<file path="src/rtl/wb_commit_unit_pkg.sv">
// Shared definitions for the multi-lane writeback/commit stage.
//   lane_t   : one 80-bit MEM->WB lane, MSB->LSB
//              valid[79] pc[78:47] gr_we[46] dest[45:41] wdata[40:9]
//              ex[8] ecode[7:2] ertn[1] refetch[0]
//   trace_t  : one 69-bit debug trace entry {pc, dest, wdata}
//   flush cause bit positions inside the 3-bit {ex, ertn, refetch} vector
//   a few common LoongArch ecode values
package wb_commit_unit_pkg;

  localparam int LANE_W  = 80;
  localparam int RF_W    = 39;
  localparam int TRACE_W = 69;

  localparam int CAUSE_EX      = 2;
  localparam int CAUSE_ERTN    = 1;
  localparam int CAUSE_REFETCH = 0;

  localparam logic [5:0] ECODE_INT = 6'h00;
  localparam logic [5:0] ECODE_SYS = 6'h0b;
  localparam logic [5:0] ECODE_BRK = 6'h0c;
  localparam logic [5:0] ECODE_INE = 6'h0d;

  typedef struct packed {
    logic        valid;
    logic [31:0] pc;
    logic        gr_we;
    logic [4:0]  dest;
    logic [31:0] wdata;
    logic        ex;
    logic [5:0]  ecode;
    logic        ertn;
    logic        refetch;
  } lane_t;

  typedef struct packed {
    logic [31:0] pc;
    logic [4:0]  dest;
    logic [31:0] wdata;
  } trace_t;

  // A lane redirects the pipeline when it is valid and raises any flush flag.
  function automatic logic lane_flushes(input lane_t l);
    return l.valid && (l.ex || l.ertn || l.refetch);
  endfunction

  // One-hot cause; a lane raising several flags reports ex, then ertn, then refetch.
  function automatic logic [2:0] lane_cause(input lane_t l);
    logic [2:0] c;
    c = 3'b000;
    if (l.ex)           c[CAUSE_EX]      = 1'b1;
    else if (l.ertn)    c[CAUSE_ERTN]    = 1'b1;
    else if (l.refetch) c[CAUSE_REFETCH] = 1'b1;
    return c;
  endfunction

endpackage

</file>
<file path="src/rtl/wb_commit_unit_trace_fifo.sv">
// trace_fifo: multi-push, single-pop FIFO feeding the debug trace port.
//   clk, reset  : clock, synchronous active-high reset (empties the FIFO)
//   push_cnt    : number of entries pushed this cycle (0..PUSH_W)
//   push_data   : entry p at [p*WIDTH +: WIDTH], entries 0..push_cnt-1 valid
//   free_cnt    : DEPTH - occupancy; the producer never pushes more than this
//   out_valid   : registered head entry is being presented this cycle
//   out_data    : registered head entry
// The FIFO pops one entry every cycle it is non-empty; the popped head is
// captured into the output register, so an entry is visible no earlier than
// the cycle after the one in which it was written.
module trace_fifo
  import wb_commit_unit_pkg::*;
#(
  parameter int WIDTH  = TRACE_W,
  parameter int DEPTH  = 8,
  parameter int PUSH_W = 2,
  localparam int PW    = $clog2(PUSH_W + 1),
  localparam int CW    = $clog2(DEPTH + 1)
) (
  input  logic                    clk,
  input  logic                    reset,
  input  logic [PW-1:0]           push_cnt,
  input  logic [PUSH_W*WIDTH-1:0] push_data,
  output logic [CW-1:0]           free_cnt,
  output logic                    out_valid,
  output logic [WIDTH-1:0]        out_data
);

  localparam int AW = $clog2(DEPTH);

  logic [WIDTH-1:0] mem [DEPTH];
  logic [AW-1:0]    rd_ptr;
  logic [AW-1:0]    wr_ptr;
  logic [CW-1:0]    count;
  logic             pop;

  assign pop      = (count != '0);
  // Free space ignores this cycle's pop so a push can never overrun the head.
  assign free_cnt = CW'(DEPTH) - count;

  // Storage is not reset; pointers and count define which entries are live.
  always_ff @(posedge clk) begin
    for (int p = 0; p < PUSH_W; p++) begin
      if (!reset && (p < int'(push_cnt))) begin
        mem[wr_ptr + AW'(p)] <= push_data[p*WIDTH +: WIDTH];
      end
    end
  end

  always_ff @(posedge clk) begin
    if (reset) begin
      rd_ptr    <= '0;
      wr_ptr    <= '0;
      count     <= '0;
      out_valid <= 1'b0;
      out_data  <= '0;
    end else begin
      // Pointers are AW bits wide, so they wrap modulo DEPTH on their own.
      wr_ptr    <= wr_ptr + AW'(push_cnt);
      if (pop) rd_ptr <= rd_ptr + AW'(1);
      count     <= count + CW'(push_cnt) - CW'(pop);
      out_valid <= pop;
      out_data  <= pop ? mem[rd_ptr] : '0;
    end
  end

endmodule

</file>
<file path="src/rtl/wb_commit_unit.sv">
// wb_commit_unit: COMMIT_W-lane writeback/commit stage.
//   clk, reset        : clock, synchronous active-high reset
//   ws_allowin        : stage accepts a MEM bundle this cycle
//   ms_to_ws_valid    : MEM bundle valid
//   ms_to_ws_bus      : lane i at [i*80 +: 80], lane 0 oldest (layout in lane_t)
//   rf_bus            : lane i at [i*39 +: 39] = {ws_valid, rf_we, waddr, wdata}
//   wb_flush*         : flush pulse with one-hot {ex,ertn,refetch}, ecode and pc
//   debug_wb_*        : single-lane trace of committed writes, in program order
//
// Handshake: a bundle moves MEM->WB on a clock edge where ms_to_ws_valid and
// ws_allowin are both high. ws_allowin = !ws_valid || ws_ready_go, and
// ws_ready_go is high when the trace FIFO has room for every write this bundle
// would push. While ws_ready_go is low the bundle holds and nothing commits.
module wb_commit_unit
  import wb_commit_unit_pkg::*;
#(
  parameter int COMMIT_W    = 2,
  parameter int TRACE_DEPTH = 8
) (
  input  logic                       clk,
  input  logic                       reset,
  output logic                       ws_allowin,
  input  logic                       ms_to_ws_valid,
  input  logic [COMMIT_W*LANE_W-1:0] ms_to_ws_bus,
  output logic [COMMIT_W*RF_W-1:0]   rf_bus,
  output logic                       wb_flush,
  output logic [2:0]                 wb_flush_cause,
  output logic [5:0]                 wb_flush_ecode,
  output logic [31:0]                wb_flush_pc,
  output logic [31:0]                debug_wb_pc,
  output logic [3:0]                 debug_wb_rf_we,
  output logic [4:0]                 debug_wb_rf_wnum,
  output logic [31:0]                debug_wb_rf_wdata
);

  localparam int PW = $clog2(COMMIT_W + 1);
  localparam int CW = $clog2(TRACE_DEPTH + 1);

  lane_t                      in_lane [COMMIT_W];
  lane_t                      ws_lane [COMMIT_W];
  logic                       ws_valid;
  logic                       ws_ready_go;

  logic [COMMIT_W-1:0]        live;
  logic [COMMIT_W-1:0]        wants_write;
  logic [COMMIT_W-1:0]        rf_we;
  logic [PW-1:0]              need_cnt;
  logic                       flush_found;
  logic [2:0]                 flush_cause_c;
  logic [5:0]                 flush_ecode_c;
  logic [31:0]                flush_pc_c;

  logic [PW-1:0]              push_cnt;
  logic [COMMIT_W*TRACE_W-1:0] push_data;
  logic [CW-1:0]              free_cnt;
  logic                       trace_valid;
  trace_t                     trace_head;

  always_comb begin
    for (int i = 0; i < COMMIT_W; i++) begin
      in_lane[i] = lane_t'(ms_to_ws_bus[i*LANE_W +: LANE_W]);
    end
  end

  // Bundle register and stage valid
  always_ff @(posedge clk) begin
    if (reset) begin
      ws_valid <= 1'b0;
      for (int i = 0; i < COMMIT_W; i++) ws_lane[i] <= '0;
    end else begin
      // Upstream is flushed together with us, so the incoming bundle is dropped.
      if (wb_flush)        ws_valid <= 1'b0;
      else if (ws_allowin) ws_valid <= ms_to_ws_valid;
      if (ms_to_ws_valid && ws_allowin) begin
        for (int i = 0; i < COMMIT_W; i++) ws_lane[i] <= in_lane[i];
      end
    end
  end

  // Flush lane search and write demand. Lanes older than the first flushing
  // lane are "live"; the flushing lane and everything younger are killed.
  always_comb begin
    live          = '0;
    wants_write   = '0;
    need_cnt      = '0;
    flush_found   = 1'b0;
    flush_cause_c = 3'b000;
    flush_ecode_c = 6'd0;
    flush_pc_c    = 32'd0;
    for (int i = 0; i < COMMIT_W; i++) begin
      live[i] = ws_valid && ws_lane[i].valid && !flush_found;
      if (live[i] && lane_flushes(ws_lane[i])) begin
        live[i]       = 1'b0;
        flush_found   = 1'b1;
        flush_cause_c = lane_cause(ws_lane[i]);
        flush_ecode_c = ws_lane[i].ecode;
        flush_pc_c    = ws_lane[i].pc;
      end
      wants_write[i] = live[i] && ws_lane[i].gr_we && (ws_lane[i].dest != 5'd0);
      if (wants_write[i]) need_cnt = need_cnt + PW'(1);
    end
  end

  // Demand is computed without ws_ready_go, which keeps this loop-free.
  assign ws_ready_go = (32'(free_cnt) >= 32'(need_cnt));
  assign ws_allowin  = !ws_valid || ws_ready_go;

  // Register-file writes and trace packing. Every committing write is traced,
  // including ones shadowed by a younger same-dest lane, so the trace reads as
  // if the lanes had retired one at a time.
  always_comb begin
    int   idx;
    logic overridden;
    idx        = 0;
    overridden = 1'b0;
    rf_we      = '0;
    push_data  = '0;
    for (int i = 0; i < COMMIT_W; i++) begin
      if (wants_write[i] && ws_ready_go) begin
        push_data[idx*TRACE_W +: TRACE_W] = {ws_lane[i].pc, ws_lane[i].dest, ws_lane[i].wdata};
        idx        = idx + 1;
        overridden = 1'b0;
        for (int j = i + 1; j < COMMIT_W; j++) begin
          if (wants_write[j] && (ws_lane[j].dest == ws_lane[i].dest)) overridden = 1'b1;
        end
        rf_we[i] = !overridden;
      end
    end
    push_cnt = ws_ready_go ? need_cnt : '0;
  end

  always_comb begin
    rf_bus = '0;
    for (int i = 0; i < COMMIT_W; i++) begin
      rf_bus[i*RF_W +: RF_W] = {ws_valid && ws_lane[i].valid, rf_we[i],
                                ws_lane[i].dest, ws_lane[i].wdata};
    end
  end

  assign wb_flush       = ws_ready_go && flush_found;
  assign wb_flush_cause = wb_flush ? flush_cause_c : 3'b000;
  assign wb_flush_ecode = wb_flush ? flush_ecode_c : 6'd0;
  assign wb_flush_pc    = wb_flush ? flush_pc_c    : 32'd0;

  trace_fifo #(
    .WIDTH  (TRACE_W),
    .DEPTH  (TRACE_DEPTH),
    .PUSH_W (COMMIT_W)
  ) u_trace_fifo (
    .clk       (clk),
    .reset     (reset),
    .push_cnt  (push_cnt),
    .push_data (push_data),
    .free_cnt  (free_cnt),
    .out_valid (trace_valid),
    .out_data  (trace_head)
  );

  assign debug_wb_pc       = trace_head.pc;
  assign debug_wb_rf_we    = {4{trace_valid}};
  assign debug_wb_rf_wnum  = trace_head.dest;
  assign debug_wb_rf_wdata = trace_head.wdata;

endmodule

</file>
<file path="config.mk">
export PLATFORM = sky130hd
export DESIGN_NAME = wb_commit_unit
export DESIGN_NICKNAME = d
export VERILOG_FILES = /design/src/rtl/wb_commit_unit_pkg.sv /design/src/rtl/wb_commit_unit_trace_fifo.sv /design/src/rtl/wb_commit_unit.sv
export SDC_FILE = /design/constraint.sdc
export NUM_CORES = 1
export LEC_CHECK = 0
export BUFFER_PORTS_ARGS = -buffer_cell sky130_fd_sc_hd__buf_4
export CORE_MARGIN = 5
export CORE_UTILIZATION = 55
export CTS_CLUSTER_DIAMETER = 30
export DETAILED_ROUTE_END_ITERATION = 16
export GPL_TIMING_DRIVEN = 0
export PLACE_DENSITY = 0.75
export SETUP_SLACK_MARGIN = 0.02
export SLEW_MARGIN = 40
export SYNTH_ARGS = -nofsm -noshare
export SYNTH_HDL_FRONTEND = slang
export SYNTH_SLANG_ARGS = --single-unit
</file>
<file path="constraint.sdc">
create_clock -name clk -period 9.4 [get_ports clk]
set_input_delay 0.94 -clock clk [delete_from_list [all_inputs] [get_ports clk]]
set_output_delay 0.94 -clock clk [all_outputs]
set_load 0.1 [all_outputs]
</file>
==> results.json <==
{
  "io_pins": 357,
  "synth_area_mm2": 0.03750,
  "dieHeight_um": 271.1,
  "cp_common_cell": "clkbuf_1",
  "wl_per_cell_um": 27.56,
  "overflow": 0,
  "worstPathCellList": "clkbuf_1 -> or4_4 -> o2111ai_4 -> inv_4 -> buf_4 -> clkbuf_1 -> ha_1 -> ha_1 -> nand2b_1 -> a211oi_1 -> buf_2 -> buf_2 -> o2bb2ai_4 -> clkbuf_1 -> a21oi_1 -> buf_4",
  "cts_buffers": 150,
  "async_reset_ff_frac": 0,
  "min_path_type": "input port to flop",
  "grt_setup_unrepaired": "false",
  "end_kind": "primary output",
  "area_growth_pct": 27.28,
  "ys_seq_area_frac": 0.6133,
  "drive_gt1_frac": 0.2765,
  "synth_cell_type_count": 54,
  "finalCritPeriodShare": 0.7765,
  "hpwlAfterDp_um": 82360,
  "dieArea_mm2": 0.07351,
  "hold_buffers": 0,
  "ant_nets": 0,
  "synth-seq-cells": 793,
  "fp.coreArea_mm2": 0.06740,
  "drt_iter0_markers": 4851,
  "clk_pin_slew_ns": 0.05,
  "viasPerCell": 6.594,
  "nets": 3627,
  "drv_slew": 0,
  "path_buf_inv": 8,
  "wirelength_um": 122600,
  "antenna_found_initial": 0,
  "leakage_nw": 17.15,
  "cp_top_family": "buffers and inverters",
  "num_rows": 95,
  "remaining_drc_errors": 0,
  "port_buffers": 355,
  "start_util": 0.5565,
  "path_class": "flop to primary output",
  "synth_common_cells": "edfxtp_1 (712), nand2_1 (370), o21ai_0 (272)",
  "p_per_area_mw_per_mm2": 278.6,
  "grt_max_degree": 46,
  "critPathArrivalTime_ns": 6.36,
  "setup_viol": 0,
  "worst-slew-pin-transition_ns": 0.9771,
  "cts_resized": 0,
  "fin_cells": 4446,
  "antenna-diode-count": 0,
  "ys.warnings.count": 0,
  "fin_skew_ns": 0.03249,
  "cts_sinks": 793,
  "max-slew-margin-rel": 0.3439,
  "p_total_mw": 13.30,
  "clock_latency_ns": 0.72,
  "drv_cap": 0,
  "firstDrtPassIters": 9,
  "cpPeakStageDelay_ns": 0.55,
  "synth_edf_count": 712,
  "fmaxAchievable_ghz": 0.1370,
  "cp-start-kind": "flop",
  "outcome": "finished clean",
  "grt_pass1_vias": 29640,
  "cts_tree": "yes",
  "synth_area_leader_cell": "edfxtp_1",
  "synth.most_common_cell": "edfxtp_1",
  "preCtsSetupSlack_ns": 3.014,
  "fin_ws_ns": 2.101,
  "cp_max_fo": 10,
  "period_needed_ns": 7.299,
  "cts_max_path_buffers": 3,
  "final_hold_viol_count": 0,
  "synthFlopType": "edfxtp_1",
  "syn_nets": 3062,
  "grt_pass1_wl_um": 181400,
  "synth_top_cell_area_share": 0.5701,
  "grtUsageTotal": 0.3250,
  "gp_congestion": 0.9008,
  "synthTopCellsByArea": "edfxtp_1 (57%), mux4_2 (8.3%), a32o_1 (6.8%)",
  "synthesis.instances": 2884,
  "fp.dieW_um": 271.1,
  "timing.hold.ws_ns": 0.4915,
  "crit_slowest_cell": "clkbuf_1",
  "peakVddDrop_mv": 0.1961,
  "clock-root-buffer": "clkbuf_16",
  "required_ns": 8.46,
  "synth.avg_cell_area_um2": 13.00,
  "dp.cells": 4166,
  "cts_setup_buffers": 0,
  "htreeDepth": 4,
  "vias": 29320
}
power breakdown:
group	switching [mW]	total [mW]	internal [mW]	leakage [nW]
combinational	2.58	3.67	1.09	6.84
sequential	0.128	4.19	4.06	7.83
clock	1.83	5.44	3.60	2.48
total	4.55	13.3	8.76	17.1
cells by family (layout without fill, tap and decap cells):
group | Yosys count | count (layout) | synth area share
flip-flops | 793 | 793 | 0.6133
AND/OR/NAND/NOR | 716 | 716 | 0.08701
AO/OA/AOI/OAI | 688 | 688 | 0.1319
buffers and inverters | 435 | 1124 | 0.05388
multiplexers | 207 | 207 | 0.1013
XOR/XNOR | 30 | 30 | 0.007206
adder cells (fa/ha/maj) | 15 | 15 | 0.005405
flip-flops by register name (all words and copies together), names as in the netlist:
| register | count |
|---|---|
| u_trace_fifo.mem | 552 |
| u_trace_fifo.count | 4 |
| ws_valid | 1 |
| u_trace_fifo.out_valid | 1 |
| ws_lane | 160 |
| u_trace_fifo.out_data | 69 |
| u_trace_fifo.wr_ptr | 3 |
| u_trace_fifo.rd_ptr | 3 |
area by class of cell:
| type | instances | area, µm² |
|---|---|---|
| clock inverter | 96 | 1107 |
| timing repair buffer | 413 | 3716 |
| inverter | 16 | 62.56 |
| sequential | 793 | 23000 |
| fill | 4365 | 19660 |
| tap | 873 | 1092 |
| multi-input combinational | 1656 | 12700 |
| clock buffer | 180 | 4063 |
| buffer | 419 | 1988 |
routing by layer:
layer  up-vias  routed length [µm]  track usage
met2      2568               56830       0.5072
li1      12080                   -            -
met3       521               17930       0.1028
met5         -                   0            0
met4         0                6336       0.1498
met1     14140               41460       0.4205
placed cells by master, fill, tap and decap left out, drive strengths merged, types with 2 or more instances in the layout:
master	n
edfxtp	712
buf	663
nand2	370
clkbuf	349
o21ai	273
a32o	256
and2	166
mux4	138
nor2	113
a21oi	93
dfxtp	81
mux2i	69
clkinv	47
a211oi	26
inv	25
xnor2	24
clkinvlp	21
bufinv	19
nor3	18
o22ai	16
nand3	15
ha	13
and3	9
a31oi	8
nand3b	7
xor2	6
a22oi	6
nand4	4
and3b	3
nor2b	3
nand2b	2
fa	2
or4	2
a21o	2
per-stage QoR:
step	setup TNS, ns	instance area [µm²]	util
global placement	-854.91	41260	0.6122
finish	0	47740	0.7083
detailed placement	0	42490	0.6305
global route	0	47740	0.7083
floorplan	0	37500	-
CTS	0	47660	0.7072
final timing paths:
check,start,endpoint,slack (ns),cells past startpoint
min,ms_to_ws_bus[23],ws_lane[0][23]$_SDFFCE_PN0P_,0.49,2
max,ws_lane[0][44]$_SDFFCE_PN0P_,wb_flush_pc[12],2.10,16
max reg2reg,ws_lane[0][44]$_SDFFCE_PN0P_,u_trace_fifo.count[3]$_SDFF_PP0_,3.27,22
min reg2reg,u_trace_fifo.wr_ptr[2]$_SDFF_PP0_,u_trace_fifo.wr_ptr[2]$_SDFF_PP0_,0.65,3
Note: power is estimated with default switching activity, not from simulation.
